`src/rtl/conv_weight_pkg.sv`:
```
// Shared constants, state encoding and address helper for the conv3_1 weight sequencer.
// Optional build macro used by this slice: WEIGHT_CKSUM_EN (per-set checksum).
package conv_weight_pkg;

  localparam int unsigned KERNEL_WORDS = 36;  // 3x3x4 words per kernel set
  localparam int unsigned DATA_W       = 16;
  localparam int unsigned NUM_KERNELS  = 8;
  localparam int unsigned ADDR_W       = 9;   // 2^ADDR_W must cover NUM_KERNELS*KERNEL_WORDS

  localparam int unsigned KBUS_W  = KERNEL_WORDS * DATA_W;
  localparam int unsigned KIDX_W  = (NUM_KERNELS > 1) ? $clog2(NUM_KERNELS) : 1;
  localparam int unsigned CKSUM_W = DATA_W + 6;
  localparam int unsigned WCNT_W  = $clog2(KERNEL_WORDS + 1);
  localparam int unsigned CAP_W   = $clog2(KERNEL_WORDS);

  typedef enum logic [1:0] {
    IDLE  = 2'd0,
    FETCH = 2'd1,
    HOLD  = 2'd2,
    DONE  = 2'd3
  } state_t;

  // First ROM word address of kernel set k.
  function automatic logic [ADDR_W-1:0] set_base(input logic [KIDX_W-1:0] k);
    return ADDR_W'(32'(k) * KERNEL_WORDS);
  endfunction

endpackage

```
`src/rtl/conv_weight_sequencer_if.sv`:
```
// Kernel-set bus from the weight sequencer (master) to the conv3 PE array (slave).
interface conv_weight_sequencer_if;
  import conv_weight_pkg::*;

  // Valid/ready: a set transfers on a clock edge where kernel_valid && kernel_ready.
  // While kernel_valid is high the master holds data/idx/cksum stable; ready alone does nothing.
  logic                kernel_valid;
  logic                kernel_ready;
  logic [KBUS_W-1:0]   kernel_data;
  logic [KIDX_W-1:0]   kernel_idx;
  logic [CKSUM_W-1:0]  kernel_cksum;

  modport master (
    output kernel_valid,
    output kernel_data,
    output kernel_idx,
    output kernel_cksum,
    input  kernel_ready
  );

  modport slave (
    input  kernel_valid,
    input  kernel_data,
    input  kernel_idx,
    input  kernel_cksum,
    output kernel_ready
  );

endinterface

```
`src/rtl/weight_capture_buf.sv`:
```
// Lands each ROM word (returned one cycle after its read strobe) into the next kernel slot.
// With WEIGHT_CKSUM_EN defined, also keeps a running sum of the captured words.
module weight_capture_buf
  import conv_weight_pkg::*;
(
  input  logic                clk,
  input  logic                rst,
  input  logic                clr_i,
  input  logic                rd_en_i,
  input  logic [DATA_W-1:0]   rd_data_i,
  output logic                last_o,
  output logic [KBUS_W-1:0]   data_o,
  output logic [CKSUM_W-1:0]  cksum_o
);

  logic              rd_vld_q;
  logic [CAP_W-1:0]  cap_cnt_q;
  logic [CAP_W-1:0]  cap_cnt_d;
  logic [DATA_W-1:0] slot_q [KERNEL_WORDS];

  assign last_o = rd_vld_q && (cap_cnt_q == CAP_W'(KERNEL_WORDS - 1));

  always_comb begin
    cap_cnt_d = cap_cnt_q;
    if (clr_i) begin
      cap_cnt_d = '0;
    end else if (rd_vld_q) begin
      cap_cnt_d = last_o ? '0 : cap_cnt_q + CAP_W'(1);
    end
  end

  always_ff @(posedge clk or posedge rst) begin
    if (rst) begin
      rd_vld_q  <= 1'b0;
      cap_cnt_q <= '0;
      for (int i = 0; i < int'(KERNEL_WORDS); i++) begin
        slot_q[i] <= '0;
      end
    end else begin
      rd_vld_q  <= rd_en_i;
      cap_cnt_q <= cap_cnt_d;
      if (rd_vld_q) begin
        slot_q[cap_cnt_q] <= rd_data_i;
      end
    end
  end

  for (genvar g = 0; g < KERNEL_WORDS; g++) begin : g_pack
    assign data_o[g*DATA_W +: DATA_W] = slot_q[g];
  end

`ifdef WEIGHT_CKSUM_EN
  logic [CKSUM_W-1:0] cksum_q;

  always_ff @(posedge clk or posedge rst) begin
    if (rst) begin
      cksum_q <= '0;
    end else if (clr_i) begin
      cksum_q <= '0;
    end else if (rd_vld_q) begin
      cksum_q <= cksum_q + CKSUM_W'(rd_data_i);
    end
  end

  assign cksum_o = cksum_q;
`else
  assign cksum_o = '0;
`endif

endmodule

```
`src/rtl/conv_weight_sequencer.sv`:
```
// Reads NUM_KERNELS kernel sets from the weight ROM and presents each as one wide bus.
// Checksum output is live only when built with WEIGHT_CKSUM_EN.
module conv_weight_sequencer
  import conv_weight_pkg::*;
(
  input  logic                      clk,
  input  logic                      rst,
  input  logic                      start_i,
  output logic                      busy_o,
  output logic                      done_o,
  output logic                      rom_rd_en_o,
  output logic [ADDR_W-1:0]         rom_addr_o,
  input  logic [DATA_W-1:0]         rom_data_i,
  conv_weight_sequencer_if.master   kif,
  output state_t                    state_o
);

  state_t               state_q;
  logic                 busy_q;
  logic                 done_q;
  logic                 rd_en_q;
  logic                 valid_q;
  logic [ADDR_W-1:0]    addr_q;
  logic [WCNT_W-1:0]    wcnt_q;
  logic [KIDX_W-1:0]    kidx_q;

  logic                 accept;
  logic                 last_set;
  logic                 cap_clr;
  logic                 cap_last;
  logic [KBUS_W-1:0]    cap_data;
  logic [CKSUM_W-1:0]   cap_cksum;

  assign accept   = valid_q && kif.kernel_ready;
  assign last_set = (kidx_q == KIDX_W'(NUM_KERNELS - 1));
  // Pulses on every edge that enters FETCH, so the capture side starts each set clean.
  assign cap_clr  = ((state_q == IDLE) && start_i) ||
                    ((state_q == HOLD) && accept && !last_set);

  // wcnt_q counts reads already issued in this set; reads run back to back.
  always_ff @(posedge clk or posedge rst) begin
    if (rst) begin
      state_q <= IDLE;
      busy_q  <= 1'b0;
      done_q  <= 1'b0;
      rd_en_q <= 1'b0;
      valid_q <= 1'b0;
      addr_q  <= '0;
      wcnt_q  <= '0;
      kidx_q  <= '0;
    end else begin
      done_q <= 1'b0;
      case (state_q)
        IDLE: begin
          if (start_i) begin
            state_q <= FETCH;
            busy_q  <= 1'b1;
            kidx_q  <= '0;
            rd_en_q <= 1'b1;
            addr_q  <= set_base('0);
            wcnt_q  <= WCNT_W'(1);
          end
        end
        FETCH: begin
          if (wcnt_q != WCNT_W'(KERNEL_WORDS)) begin
            rd_en_q <= 1'b1;
            addr_q  <= addr_q + ADDR_W'(1);
            wcnt_q  <= wcnt_q + WCNT_W'(1);
          end else begin
            rd_en_q <= 1'b0;
          end
          if (cap_last) begin
            valid_q <= 1'b1;
            state_q <= HOLD;
          end
        end
        HOLD: begin
          if (accept) begin
            valid_q <= 1'b0;
            if (last_set) begin
              state_q <= DONE;
              done_q  <= 1'b1;
            end else begin
              kidx_q  <= kidx_q + KIDX_W'(1);
              state_q <= FETCH;
              rd_en_q <= 1'b1;
              addr_q  <= set_base(kidx_q + KIDX_W'(1));
              wcnt_q  <= WCNT_W'(1);
            end
          end
        end
        DONE: begin
          busy_q  <= 1'b0;
          state_q <= IDLE;
        end
        default: state_q <= IDLE;
      endcase
    end
  end

  weight_capture_buf u_capture (
    .clk       (clk),
    .rst       (rst),
    .clr_i     (cap_clr),
    .rd_en_i   (rd_en_q),
    .rd_data_i (rom_data_i),
    .last_o    (cap_last),
    .data_o    (cap_data),
    .cksum_o   (cap_cksum)
  );

  assign busy_o           = busy_q;
  assign done_o           = done_q;
  assign rom_rd_en_o      = rd_en_q;
  assign rom_addr_o       = addr_q;
  assign state_o          = state_q;
  assign kif.kernel_valid = valid_q;
  assign kif.kernel_data  = cap_data;
  assign kif.kernel_idx   = kidx_q;
  assign kif.kernel_cksum = cap_cksum;

endmodule

```
`src/flat_wrapper.sv`:
```
// flat-port wrapper written by rule: the top's interface ports become plain ports
module conv_weight_sequencer_flat import conv_weight_pkg::*;
  (clk, rst, start_i, busy_o, done_o, rom_rd_en_o, rom_addr_o, rom_data_i, state_o, kif_kernel_valid, kif_kernel_data, kif_kernel_idx, kif_kernel_cksum, kif_kernel_ready);
  conv_weight_sequencer_if kif_i ();
  input  logic clk;
  input  logic rst;
  input  logic start_i;
  output logic busy_o;
  output logic done_o;
  output logic rom_rd_en_o;
  output logic [ADDR_W-1:0] rom_addr_o;
  input  logic [DATA_W-1:0] rom_data_i;
  output state_t state_o;
  output wire logic [$bits(kif_i.kernel_valid)-1:0] kif_kernel_valid;
  output wire logic [$bits(kif_i.kernel_data)-1:0] kif_kernel_data;
  output wire logic [$bits(kif_i.kernel_idx)-1:0] kif_kernel_idx;
  output wire logic [$bits(kif_i.kernel_cksum)-1:0] kif_kernel_cksum;
  input wire logic [$bits(kif_i.kernel_ready)-1:0] kif_kernel_ready;
  assign kif_kernel_valid = kif_i.kernel_valid;
  assign kif_kernel_data = kif_i.kernel_data;
  assign kif_kernel_idx = kif_i.kernel_idx;
  assign kif_kernel_cksum = kif_i.kernel_cksum;
  assign kif_i.kernel_ready = kif_kernel_ready;
  conv_weight_sequencer u_core (.clk(clk), .rst(rst), .start_i(start_i), .busy_o(busy_o), .done_o(done_o), .rom_rd_en_o(rom_rd_en_o), .rom_addr_o(rom_addr_o), .rom_data_i(rom_data_i), .kif(kif_i), .state_o(state_o));
endmodule
```
`config.mk`:
```
export PLATFORM = sky130hd
export DESIGN_NAME = conv_weight_sequencer_flat
export DESIGN_NICKNAME = d
export VERILOG_FILES = /design/src/rtl/conv_weight_pkg.sv /design/src/rtl/conv_weight_sequencer_if.sv /design/src/rtl/weight_capture_buf.sv /design/src/rtl/conv_weight_sequencer.sv /design/src/flat_wrapper.sv
export SDC_FILE = /design/constraint.sdc
export NUM_CORES = 1
export LEC_CHECK = 0
export ABC_AREA = 1
export ABC_CLOCK_PERIOD_IN_PS = 30000
export CORE_MARGIN = 4
export CORE_UTILIZATION = 26
export CTS_CLUSTER_DIAMETER = 80
export DETAILED_ROUTE_END_ITERATION = 16
export PLACE_DENSITY_LB_ADDON = 0.08
export SLEW_MARGIN = 40
export SYNTH_ARGS = -nofsm -noshare
export SYNTH_HDL_FRONTEND = slang
export SYNTH_SLANG_ARGS = --single-unit
```
`constraint.sdc`:
```
create_clock -name clk -period 30 [get_ports clk]
set_input_delay 9 -clock clk [delete_from_list [all_inputs] [get_ports clk]]
set_output_delay 9 -clock clk [all_outputs]
set_load 0.03 [all_outputs]
```
Yosys cells after proc, flatten, opt, wreduce, memory -nomap -nowiden
Cells that the tools add are included.
W data, S select, Z words.
{"block": "op_classes", "addsub": 4, "mul": 1, "n_lt_le_gt_ge": 2, "n_eq_ne": 11, "mux": 37, "bitwise": 1, "reduce_logical": 20}
{"op": "$bwmux W576", "count": 1}
{"op": "$demux W16 S6", "count": 1}
{"op": "$mux W6", "count": 7}
{"op": "$mux W9", "count": 4}
{"op": "$pmux W9 S3", "count": 1}
{"op": "$pmux W6 S3", "count": 1}
{"op": "$mux W16", "count": 1}
{"op": "$add A6 B1 Y6 const B", "count": 2}
{"op": "$add A9 B1 Y9 const B", "count": 1}
{"op": "$mux W1", "count": 9}
{"op": "$mux W3", "count": 3}
{"op": "$mux W2", "count": 4}
{"op": "$pmux W2 S4", "count": 1}
{"op": "$reduce_and A4 Y1", "count": 2}
{"op": "$reduce_bool A2 Y1", "count": 4}
{"op": "$ge A7 B7 Y1 const B", "count": 1}
{"op": "$lt A7 B1 Y1 const B", "count": 1}
{"op": "$mul A3 B4 Y7 const B", "count": 1}
{"op": "$not A6 Y7", "count": 1}
{"op": "$eq A6 B6 Y1 const B", "count": 1}
{"op": "$logic_and A1 B1 Y1", "count": 6}
{"op": "$ne A2 B2 Y1 const B", "count": 3}
{"op": "$ne A6 B6 Y1 const B", "count": 1}
{"op": "$pmux W3 S2", "count": 1}
{"op": "other kinds (14)", "count": 18}
{"block": "word_totals", "ff_bits": 607, "input_bits": 20, "out_inout_bits": 616, "word_cells": 122}

Logic depth before layout (Yosys ltp)
Gate-level depths: netlist (run 1).
{"block": "depth", "ltp_word": 6, "depth_mapped": 11, "mapped_depth_nobuf": 9}

Hierarchy
Synthesis (run 1) repeated with hierarchy kept, for this count alone.
{"block": "unflattened", "hier_cells": 2310, "area_unflattened_um2": 22932.0}
{"mod": "weight_capture_buf", "n_inst": 1, "cells_each": 2106, "area_per_inst_um2": 21401.8, "seq_area_each_um2": 14589.0}
{"mod": "conv_weight_sequencer", "n_inst": 1, "cells_each": 204, "area_per_inst_um2": 1530.2, "seq_area_each_um2": 600.6}

Worst setup path after synthesis (run 1)
OpenSTA, ideal clock, no wires.
{"block": "synth_timing", "kind": "in2reg", "startpoint": "input port kif_kernel_ready", "endpoint": "register u_core.addr_q[1] (netlist: u_core.rom_addr_o[1])", "setup_time_ns": 0.133, "arrival_time_ns": 9.867, "required_time_ns": 29.867, "path_slack_ns": 20.000, "path_stages": 8, "path_buffers": 1, "cell_sequence": "nand2_1 nand2_1 nand2_1 nor2_1 nand2_1 clkbuf_1 nand2_1 o21ai_0"}
{"block": "synth_between", "elab_chain_len": 3}
{"item": "start: declaration", "line": "flat_wrapper.sv:18", "rtl": "input wire logic [$bits(kif_i.kernel_ready)-1:0] kif_kernel_ready;"}
{"item": "$logic_and A1 B1 Y1", "line": "conv_weight_sequencer.sv:34", "rtl": "assign accept = valid_q && kif.kernel_ready;"}
{"item": "$ne A2 B1 Y1 (no line)"}
{"item": "$reduce_and A5 Y1 (no line)"}
{"item": "end signal: assignment", "line": "conv_weight_sequencer.sv:60", "rtl": "addr_q <= set_base('0);"}
{"item": "end signal: assignment", "line": "conv_weight_sequencer.sv:67", "rtl": "addr_q <= addr_q + ADDR_W'(1);"}
{"item": "end signal: assignment", "line": "conv_weight_sequencer.sv:87", "rtl": "addr_q <= set_base(kidx_q + KIDX_W'(1));"}
{"item": "end: declaration", "line": "conv_weight_sequencer.sv:23", "rtl": "logic [ADDR_W-1:0] addr_q;"}
No other way between the ends.
A chain may end at the register's enable or synchronous reset.

==> reports/results.txt, run 1 <==
outcome -> complete, no violations
post-detailed-route count of antenna-violating nets -> 0
final core occ -> 0.3765
number of endpoints failing setup at the final stage -> 0
Yosys Warn Count -> 0
detail-routed net length per standard cell -> 22.95 µm
global-route wire length before repair -> 130700 µm
clock tree root driver cell -> sky130_fd_sc_hd__clkbuf_16
number of pins exceeding their max-slew limit in the final report -> 0
leading cell type in the layout, fill and taps excluded -> sky130_fd_sc_hd__nand2_1
number of search-and-repair iterations in the first detailed-routing pass -> 5
post-synthesis area per instance -> 10.02 µm²
buffers and inverters on the worst path -> 5
top achievable clock speed -> 92.15 MHz
pin count of the biggest net entering global routing -> 108
number of global-route vias before repair -> 17.45k
post-route clock period utilization -> 0.3617
Starting Density -> 0.2623
Required @ worst endpoint -> 30.72 ns
HPWL after detailed placement -> 59490 µm
portion of the post-synthesis area used by sequential elements -> 0.6792
number of max-cap violations -> 0
met2 routing resource usage after global routing -> 0.3289
Final WS setup -> 19.15 ns
RD Place Congestion -> 0.7761
Slowest-stage cell, CP -> sky130_fd_sc_hd__buf_6
clock insertion delay at the later pin of the skew report -> 0.61 ns
global-route total usage across every layer -> 0.1966
I/O pin count -> 636
post-detailed-placement cell area -> 0.02955 mm²
total die area -> 0.09078 mm²
signed area change from the synthesized netlist to the final layout -> 43.58%
worst min-delay path category -> reg -> reg
flip-flop and latch count after synthesis -> 607
RSZ-0062 raised after global routing -> false
Final Non-Filler Cells -> 3987
global-route track usage on met3 -> 0.04571
relative slew slack -> 0.4168
clock input transition at the sequential cells of the worst setup and hold paths -> 0.05 ns
Placed Cells incl. Taps -> 3849
largest fanout of any net on the critical path -> 107
Avg Vias per Cell -> 4.425
commonest register cell after synthesis -> sky130_fd_sc_hd__dfrtp_1
number of nets at the end of the flow -> 2811
Cells after Synth -> 2232
Post-synth EDFFs -> 0
number of antenna violations at the first check in global routing -> 2
share of flip-flops with an asynchronous set or reset -> 1.000
Max Root-Sink Buffers -> 3
type of the worst setup path -> in -> async
count of input and output buffers -> 613
cell area after synthesis -> 0.02237 mm²
fraction of final layout cells sized beyond drive strength 1 -> 0.07148
CP startpoint kind -> primary input
horizontal extent of the die -> 301.3 µm
Slew @ Worst Pin -> 0.8656 ns
Lkg Pwr -> 14.68 nW
number of placement rows -> 107
hold_ws -> 0.4782 ns
Final Instance Area -> 0.03211 mm²
Setup Fix Bufs, Post-CTS -> 0
Netlist cell types -> 22
critical path's largest stage delay -> 0.60 ns
data arrival at the endpoint of the critical path -> 11.57 ns
overall via count from detail_route -> 17.64k
aggregate negative setup slack -> 0 ns
post-route total power -> 3.111 mW
Critical Path Sink Type -> async pin
clock tree from TritonCTS -> built
highest-utilization routing layer at the global route stage -> met2
violation count after the first detailed-routing iteration -> 1190
Hold Vio Cnt, Final -> 0
area of the core region -> 0.08528 mm²
Post-Place Worst Slack -> 18.25 ns
list of cells traversed by the critical path -> clkdlybuf4s50_1 -> clkinv_8 -> buf_6 -> buf_12 -> buf_16
commonest non-fill, non-tap cells in the layout -> sky130_fd_sc_hd__nand2_1, sky130_fd_sc_hd__clkdlybuf4s50_1, sky130_fd_sc_hd__dfrtp_1
total length of routed wires -> 91510 µm
number of buffers added to fix hold violations after cts -> 0
number of instances resized during post-cts repair -> 0
met1 capacity usage during global routing -> 0.2491
pwr/cell area -> 96.87 mW/mm²
minimum clock period after layout -> 10.85 ns
worst-case clock skew -> 0.03085 ns
Remaining Overflow, GRT -> 0
TritonCTS Buffers -> 74
die height -> 301.3 µm
number of clock sinks -> 607
residual DRC count -> 0
Worst VDD drop -> 0.00004586 V
kind of cell adding the most delay to the critical path -> buffers and inverters
count of H-tree levels built during CTS -> 3
-- power by group --
group | leakage (nW) | switching [mW] | internal [mW]
clock network | 1.23 | 0.363 | 0.555
logic | 6.35 | 0.699 | 0.382
registers | 7.10 | 0.113 | 0.998
total | 14.7 | 1.18 | 1.93
-- kinds of logic after synthesis --
kind of cell / share of synthesized area
AND/OR/NAND/NOR: 0.1334
XOR/XNOR: 0.001958
buffers and inverters: 0.04481
adder cells (fa/ha/maj): 0.005594
AO/OA/AOI/OAI: 0.1349
flip-flops: 0.6792
other: 0.0001677
-- layer usage --
layer | wire (µm) | vias to the layer above | share of wire
li1 | - | 8346 | -
met1 | 38210 | 8646 | 0.42
met2 | 44100 | 539 | 0.48
met3 | 5969 | 111 | 0.065
met4 | 3224 | 0 | 0.035
met5 | 0 | - | 0
-- cells in the mapped netlist, types with 2 or more instances --
| master | count | area share |
|---|---|---|
| sky130_fd_sc_hd__buf_4 | 22 | 0.0074 |
| sky130_fd_sc_hd__nor2_1 | 26 | 0.0044 |
| sky130_fd_sc_hd__nor3_1 | 3 | 0.00067 |
| sky130_fd_sc_hd__buf_2 | 21 | 0.0047 |
| sky130_fd_sc_hd__inv_1 | 54 | 0.0091 |
| sky130_fd_sc_hd__clkbuf_1 | 141 | 0.024 |
| sky130_fd_sc_hd__nand2_1 | 704 | 0.12 |
| sky130_fd_sc_hd__nor3_2 | 2 | 0.00090 |
| sky130_fd_sc_hd__xor2_1 | 4 | 0.0016 |
| sky130_fd_sc_hd__dfrtp_1 | 607 | 0.68 |
| sky130_fd_sc_hd__nand4_1 | 2 | 0.00056 |
| sky130_fd_sc_hd__o21ai_1 | 16 | 0.0036 |
| sky130_fd_sc_hd__ha_1 | 10 | 0.0056 |
| sky130_fd_sc_hd__nand3_1 | 28 | 0.0063 |
| sky130_fd_sc_hd__o21ai_0 | 583 | 0.13 |
| sky130_fd_sc_hd__nor3_4 | 3 | 0.0022 |
-- worst register-to-register path, delay by kind of cell, from the launching register on --
family                   cells  cell delay [ns]
AO/OA/AOI/OAI                2             0.23
adder cells (fa/ha/maj)      1             0.58
buffers and inverters        3             0.49
flip-flops                   1             0.43
AND/OR/NAND/NOR              3             0.62
-- path summary, 6_finish.rpt --
check	startpoint	end	slack, ns	cells past startpoint
setup / recovery	rst	u_core.u_capture.data_o[381]$_DFFE_PP0P_	19.15	5
hold / removal	u_core.u_capture.data_o[338]$_DFFE_PP0P_	u_core.u_capture.data_o[338]$_DFFE_PP0P_	0.48	2
setup reg to reg	u_core.state_o[1]$_DFFE_PP0P_	u_core.wcnt_q[0]$_DFFE_PP0P_	27.52	9
max in group clk	u_core.rom_addr_o[5]$_DFFE_PP0P_	rom_addr_o[5]	19.16	1
hold reg to reg	u_core.u_capture.data_o[338]$_DFFE_PP0P_	u_core.u_capture.data_o[338]$_DFFE_PP0P_	0.48	2
min in group asynchronous	rst	u_core.u_capture.data_o[435]$_DFFE_PP0P_	8.87	2
-- sequential cells by signal, summed over array words and instances, names as in the netlist --
name                        flops
u_core.done_o                   1
u_core.busy_o                   1
u_core.state_o                  2
u_core.u_capture.rd_vld_q       1
u_core.rom_addr_o               9
u_core.kif.kernel_valid         1
u_core.u_capture.cap_cnt_q      6
u_core.wcnt_q                   6
u_core.rom_rd_en_o              1
u_core.kif.kernel_idx           3
u_core.u_capture.data_o       576
-- cell type report --
class	instances	area (µm²)
tap	1144	1431
inverter	54	225.2
fill	8538	53170
clock inverter	21	261.5
timing repair buffer	636	6356
sequential	607	15190
clock buffer	114	2256
antenna	3	7.507
multi-input combinational	1408	6385
Power figures use the tool's default switching activity.
==> inputs of run 2 (changes only) <==
Settings changed: ABC_CLOCK_PERIOD_IN_PS 30000 to 8850.
Clock period 30 ns to 8.85 ns, I/O delays scaled along.
==> reports/results.txt, run 2 (same netlist as run 1, synthesis figures left out) <==
outcome -> complete, no violations
global-route total usage across every layer -> 0.1984 (+0.001752)
post-route total power -> 10.41 mW (+230%)
global-route track usage on met3 -> 0.04708 (+0.001368)
Starting Density -> 0.2623 (unchanged)
area of the core region -> 0.08528 mm² (unchanged)
share of total power in sequential cells -> 0.362 (+0.005)
leading cell type in the layout, fill and taps excluded -> sky130_fd_sc_hd__nand2_1
count of H-tree levels built during CTS -> 3 (unchanged)
number of placement rows -> 107 (unchanged)
top achievable clock speed -> 221.0 MHz
number of endpoints failing setup at the final stage -> 0 (unchanged)
Avg Vias per Cell -> 4.477 (+1.2%)
aggregate negative setup slack -> 0 ns (unchanged)
data arrival at the endpoint of the critical path -> 1.87 ns (-9.70 ns)
TritonCTS Buffers -> 73 (-1.4%)
largest fanout of any net on the critical path -> 8 (-93%)
kind of cell adding the most delay to the critical path -> buffers and inverters
detail-routed net length per standard cell -> 23.23 µm (+1.2%)
Hold Vio Cnt, Final -> 0 (unchanged)
post-route clock period utilization -> 0.5114
critical path's largest stage delay -> 0.78 ns (+0.18 ns)
Switching Fraction -> 0.3823 (+0.004219)
buffers and inverters on the worst path -> 1 (-4)
number of clock sinks -> 607 (unchanged)
number of flip-flops in the largest register -> 576 (unchanged)
commonest non-fill, non-tap cells in the layout -> sky130_fd_sc_hd__nand2_1, sky130_fd_sc_hd__clkdlybuf4s50_1, sky130_fd_sc_hd__dfrtp_1
Slew @ Worst Pin -> 0.8451 ns (-0.02052 ns)
number of instances resized during post-cts repair -> 0 (unchanged)
combinational power share -> 0.352 (+0.004)
global-route wire length before repair -> 132100 µm (+1.1%)
number of global-route vias before repair -> 17.61k (+0.89%)
Setup Fix Bufs, Post-CTS -> 0 (unchanged)
switching power -> 3.980 mW (+240%)
violation count after the first detailed-routing iteration -> 1156 (-2.9%)
residual DRC count -> 0 (unchanged)
Critical Path Sink Type -> output pin
RSZ-0062 raised after global routing -> false
worst min-delay path category -> reg -> reg
overall via count from detail_route -> 17.87k (+1.3%)
met1 capacity usage during global routing -> 0.2535 (+0.004428)
met2 routing resource usage after global routing -> 0.3304 (+0.001526)
clock input transition at the sequential cells of the worst setup and hold paths -> 0.06 ns (about the same)
list of cells traversed by the critical path -> clkdlybuf4s50_1
number of pins exceeding their max-slew limit in the final report -> 0 (unchanged)
pwr/cell area -> 325.3 mW/mm² (+240%)
type of the worst setup path -> reg -> out
clock tree root driver cell -> sky130_fd_sc_hd__clkbuf_16
clock tree from TritonCTS -> built
hold_ws -> 0.4761 ns (-0.002078 ns)
portion of total power attributed to the clock network -> 0.286 (-0.009)
die height -> 301.3 µm (unchanged)
Required @ worst endpoint -> 6.20 ns (-24.52 ns)
Lkg Pwr -> 14.63 nW (-0.33%)
number of buffers added to fix hold violations after cts -> 0 (unchanged)
Slowest-stage cell, CP -> sky130_fd_sc_hd__clkdlybuf4s50_1
clock insertion delay at the later pin of the skew report -> 0.61 ns (about the same)
Remaining Overflow, GRT -> 0 (unchanged)
Max Root-Sink Buffers -> 3 (unchanged)
number of max-cap violations -> 0 (unchanged)
count of input and output buffers -> 613 (unchanged)
relative slew slack -> 0.4366 (+0.01978)
I/O pin count -> 636 (unchanged)
total length of routed wires -> 92670 µm (+1.3%)
HPWL after detailed placement -> 60490 µm (+1.7%)
number of nets at the end of the flow -> 2813 (+0.071%)
filler cell count -> 8476 (-0.73%)
Power Internal -> 6.430 mW (+230%)
number of antenna violations at the first check in global routing -> 2 (unchanged)
signed area change from the synthesized netlist to the final layout -> 43.07%
RD Place Congestion -> 0.8016 (+3.3%)
post-detailed-route count of antenna-violating nets -> 0 (unchanged)
Worst VDD drop -> 0.0001523 V (+230%)
minimum clock period after layout -> 4.526 ns
CP startpoint kind -> flip-flop
pin count of the biggest net entering global routing -> 125 (+16%)
horizontal extent of the die -> 301.3 µm (unchanged)
highest-utilization routing layer at the global route stage -> met2
fraction of final layout cells sized beyond drive strength 1 -> 0.06937 (-0.002113)
worst-case clock skew -> 0.02102 ns (-0.009832 ns)
final core occ -> 0.3752 (-0.001335)
total die area -> 0.09078 mm² (unchanged)
number of search-and-repair iterations in the first detailed-routing pass -> 5 (unchanged)
## run 2: changes by cell type in the layout (fill, tap and decap cells not counted), moves of 3 or more
cell,change
sky130_fd_sc_hd__buf_6,-4
sky130_fd_sc_hd__clkinv_8,-3
sky130_fd_sc_hd__buf_4,+4
sky130_fd_sc_hd__clkbuf_8,-3
sky130_fd_sc_hd__bufinv_16,-3
sky130_fd_sc_hd__clkbuf_1,+4
sky130_fd_sc_hd__buf_12,+3
sky130_fd_sc_hd__diode_2,+3
## run 2: layer usage
metal	vias to the layer above	share of wire
li1	8348	-
met1	8811	0.42
met2	577	0.48
met3	129	0.064
met4	0	0.038
met5	-	0
## run 2: metrics by stage
step                cell area (µm²)  worst slack, ns  std cells
finish                        32000            4.324       3990
global route                  31980            4.218       3984
CTS                           31940            4.287       3983
detailed placement            29560            4.021       3851
floorplan                     22450           -2.086       2253
global placement              29460            4.049       3851
## run 2: power groups by stage
| stage | registers (mW) | clock network, mW | logic, mW |
|---|---|---|---|
| 3_5_place_dp | 3.82 | 0 | 3.71 |
| 6_report | 3.77 | 2.98 | 3.66 |
| 2_1_floorplan | 4.90 | 0 | 0.810 |
| 4_1_cts | 3.77 | 3.07 | 3.72 |
| 5_1_grt | 3.85 | 3.18 | 3.90 |
| 3_3_place_gp | 3.80 | 0 | 3.67 |
## run 2: cell type report
| type | instances | area [µm²] | share of cell area |
|---|---|---|---|
| diodes | 6 | 15.01 | 0.0004692 |
| clock buffers | 114 | 2205 | 0.06890 |
| clock inverters | 18 | 173.9 | 0.005435 |
| inverters | 54 | 211.5 | 0.006608 |
| multi-input cells | 1408 | 6371 | 0.1991 |
| flip-flops and latches | 607 | 15190 | 0.4747 |
| well taps | 1144 | 1431 | 0.04473 |
| repair buffers | 639 | 6401 | 0.2000 |
## run 2: worst paths after layout
| path | from | endpoint | slack (ns) | cells after the start |
|---|---|---|---|---|
| setup / recovery | u_core.rom_addr_o[5]$_DFFE_PP0P_ | rom_addr_o[5] | 4.32 | 1 |
| hold / removal | u_core.rom_rd_en_o$_DFFE_PP0P_ | u_core.u_capture.rd_vld_q$_DFF_PP0_ | 0.48 | 0 |
| setup reg to reg | u_core.state_o[1]$_DFFE_PP0P_ | u_core.wcnt_q[0]$_DFFE_PP0P_ | 6.32 | 9 |
| hold reg to reg | u_core.rom_rd_en_o$_DFFE_PP0P_ | u_core.u_capture.rd_vld_q$_DFF_PP0_ | 0.48 | 0 |
| max in group asynchronous | rst | u_core.u_capture.data_o[211]$_DFFE_PP0P_ | 4.69 | 4 |
| min in group asynchronous | rst | u_core.u_capture.data_o[447]$_DFFE_PP0P_ | 2.48 | 2 |
==> RTL change 1 (settings of run 1) <==
Add a define of `WEIGHT_CKSUM_EN`.
--- a/src/rtl/weight_capture_buf.sv
+++ b/src/rtl/weight_capture_buf.sv
@@ -2,2 +2,4 @@
 // With WEIGHT_CKSUM_EN defined, also keeps a running sum of the captured words.
+`define WEIGHT_CKSUM_EN
+
 module weight_capture_buf
Behaviour: not the same (Yosys sat finds a counterexample within 4 cycles, from zero or initial values and one cycle with rst high).
==> RTL change 1 against run 1 <==
Setup slack worse by 70 ps. Final area is 6.0% higher. Area after synthesis is 6.7% higher. Utilization is 0.081 points lower. First-iteration DRC count is 35% higher. Sequential cell count is 22 higher. Routed wire length is 8.2% higher. Clock skew is 7.8 ps higher. Critical path type unchanged. Critical endpoint unchanged. Highest routed layer unchanged.
Power is not compared: it rests on default switching activity, and its combinational part moved more than twofold at a synthesized area within 25%.
==> RTL change 1: results <==
[outcome]
status = "completed"

[synthesis]
yosys.area_share.xor_xnor_pct = 0.367
ys_types = 30
seq_area_frac_synth_pct = 66.0
synthTopCellsByCount = "774 x nand2_1, 629 x dfrtp_1, 613 x o21ai_0, 159 x clkbuf_1, 75 x inv_1"
yosys-top-cells-area = "dfrtp_1 66%, o21ai_0 13%, nand2_1 12%"
syn_avg_cell_area_um2 = 9.73
synth_compound_area_share_pct = 13.9

[global_routing]
grtUsageMet3_pct = 5.44
met2_usage_pct = 35.3
grt_util_met1_pct = 24.3
grt_usage_pct = 20.1
grt_pass1_wl_mm = 145

[worst_setup_path]
crit_path_start = "rst"
r2r_cells = 11
worstPathMaxFanout = 114
rrSetupSlack_ps = 27410
rr_endpoint = "u_core.rom_addr_o[5]"
max_stage_delay_ps = 690
slowest_stage = "buf_4"

[drt]
dr_wl_met2_mm = 49.6
drtPass1Iterations = 6
vias_per_cell = 4.56
met3_length_mm = 6.78

[sta]
fin_hold_ws_ps = 435
slew_headroom_pct = 42.8
max_freq_ghz = 0.0916

[layout]
finalNetCount = 3081
stdcell_count = 4267
n_fill_cell = 9115

[hold_path]
hp-start = "u_core.rom_rd_en_o"

[place]
globalplace.congestion = 0.847
dpl.hpwl_mm = 65.5

[clock_tree]
clock_latency_ps = 630
[RTL change 1: cell count changes in the layout (fill, tap and decap cells not counted), sizes merged, moves of 22 or more]
cell,run 1,this run
a21oi,1,33
nor2,26,55
nand2,704,775
inv,55,77
conb,22,0
dfrtp,607,629
clkdlybuf4s50,613,635
[RTL change 1: area by class of cell]
type | count | area (um^2) | share of cell area (%)
Tap cell | 1176 | 1470 | 4.32
Clock buffer | 109 | 2190 | 6.42
Antenna cell | 2 | 5.00 | 0.0147
Clock inverter | 22 | 333 | 0.978
Timing Repair Buffer | 667 | 6660 | 19.6
Inverter | 77 | 307 | 0.901
Multi-Input combinational cell | 1585 | 7330 | 21.5
Sequential cell | 629 | 15700 | 46.3
[RTL change 1: where the power goes]
group | internal, mW | leakage (nW) | switching, mW
registers | 0.900 | 7.21 | 0.0405
logic | 0.146 | 7.28 | 0.276
clock network | 0.552 | 1.23 | 0.372
[RTL change 1: worst max-delay path, delay by kind of cell]
family / cells / cell delay [ps]
buffers and inverters: 5 / 2370
==> RTL change 2 (config.mk and constraints of run 1) <==
Made on the original files. One comparison of `cap_cnt_q` changes from == to >=.
--- a/src/rtl/weight_capture_buf.sv
+++ b/src/rtl/weight_capture_buf.sv
@@ -20,3 +20,3 @@
 
-  assign last_o = rd_vld_q && (cap_cnt_q == CAP_W'(KERNEL_WORDS - 1));
+  assign last_o = rd_vld_q && (cap_cnt_q >= CAP_W'(KERNEL_WORDS - 1));
 
Check against the original RTL: same outputs for any inputs over 4 cycles, from zero or initial values and one cycle with rst high; that may be too few to reach the edited logic, so the function may still have changed.
==> RTL change 2 against run 1 <==
Synthesized cell count about the same. Die area increased by 0.15%. Routed wire length decreased by 0.62%. Maximum frequency decreased by 0.45%. Largest power group is now combinational logic. Area after synthesis increased by 0.16%. Largest cell class unchanged. Power increased by 2.0%. Sequential cell count unchanged. Setup slack got worse by 49 ps. Final area decreased by 0.35%. Register-to-register slack got worse by 210 ps. Highest routed layer unchanged. Via count increased by 0.91%.
==> RTL change 2: results <==
[synthesis]
async_reset_ff_share_pct = 100
ys_types = 26
yosys.area_share.adder_pct = 0.559
seq_area_frac_synth_pct = 67.8
ys_warn_count = 0
yosys-top-cells-area = "dfrtp_1 68%, o21ai_0 13%, nand2_1 12%"
syn-instance-count = 2234
synthTopCellsByCount = "702 x nand2_1, 607 x dfrtp_1, 593 x o21ai_0, 134 x clkbuf_1, 55 x inv_1"
yosys.area_share.xor_xnor_pct = 0.117
synth_compound_area_share_pct = 13.6

[drt]
drtPass1Iterations = 5
wl_per_cell_um = 22.8
drt_iter0_drc = 1171
vias = 17802
vias_per_cell = 4.47

[place]
dp.cells = 3851
dpl.hpwl_mm = 58.6
globalplace.congestion = 0.788
dpl_cell_area_um2 = 29500

[layout]
drive_gt1_share_pct = 6.83
n_antenna_cell = 0
finalNetCount = 2814
largest_reg_flops = 576

[hold_path]
hold_path_class = "reg2reg"

[sta]
worst_pin_slew_ps = 842
finalClockSkew_ps = 29.0

[clock_tree]
cts-buffers-inserted = 74
htreeDepth = 3
clock_latency_ps = 610
cts_buffer_depth = 3

[global_routing]
grt_pass1_wl_mm = 131
grt_usage_pct = 19.6
grt_max_degree = 145
antenna_found_initial = 2

[pwr]
switching_share_pct = 38.9
p_leak_nw = 14.9
peakVddDrop_uv = 48.2

[worst_setup_path]
max_stage_delay_ps = 650
critPathArrivalTime_ps = 11570
worstPathMaxFanout = 110
slowest_stage = "clkbuf_8"

[outcome]
status = "completed"
==> RTL change 2: cell count changes after synthesis, moves of 4 or more <==
cell / delta
buf_2: -4
clkbuf_1: -7
clkbuf_2: +8
nand3_1: -6
nand4_1: +7
o21ai_0: +10
o21ai_1: -9
==> RTL change 2: cell families after synthesis <==
| kind of cell | Yosys count |
|---|---|
| simple gates | 769 |
| flops | 607 |
| compound gates | 605 |
| buf+inv | 239 |
| fa+ha+maj | 10 |
| xor+xnor | 3 |
| other cells | 1 |
==> RTL change 2: path summary, 6_finish.rpt <==
kind / slack, ps / from / end / cells past startpoint
hold / removal: 480 / u_core.u_capture.data_o[84] / u_core.u_capture.data_o[84] / 2
setup reg to reg: 27310 / u_core.state_o[1] / u_core.wcnt_q[0] / 9
min in group asynchronous: 8850 / rst / u_core.u_capture.data_o[455] / 2
hold reg to reg: 480 / u_core.u_capture.data_o[84] / u_core.u_capture.data_o[84] / 2
setup / recovery: 19100 / rst / u_core.u_capture.data_o[354] / 5
max in group clk: 19120 / u_core.rom_addr_o[2] / rom_addr_o[2] / 1
==> RTL change 2: per-stage QoR <==
step | setup slack (ps) | power (mW)
after detailed placement | 18220 | 2.33
final | 19100 | 3.17
after CTS | 18910 | 3.22
after floorplan | 4010 | 1.74
after global placement | 17830 | 2.31
after global routing | 18770 | 3.34
==> RTL change 2: power groups by stage <==
stage                     clock network [mW]  registers, mW  logic, mW
after floorplan                            0           1.49      0.252
after detailed placement                   0           1.15       1.18
after CTS                              0.904           1.14       1.18
after global placement                     0           1.14       1.17
final                                  0.875           1.14       1.16
after global routing                   0.939           1.16       1.24
==> RTL change 2: cell type report <==
cell class	count	area (um^2)
inverter	56	233
fill	8522	53300
clock inverter	15	196
tap	1144	1430
timing repair buffer	636	6360
multi-input combinational	1409	6380
clock buffer	116	2200
sequential	607	15200
==> RTL change 2: worst min-delay path, cell delays in order (launching register included) <==
cell     delay [ps]
dfrtp_1         340
nand2_1          50
o21ai_0          60
==> RTL change 2: metal layers <==
layer | up-vias | track usage, % | share of wire, %
met5 | - | 0 | 0
met4 | 0 | 6.54 | 3.5
met3 | 136 | 4.56 | 6.3
met2 | 578 | 33.8 | 50
met1 | 8740 | 24.2 | 40
li1 | 8348 | - | -
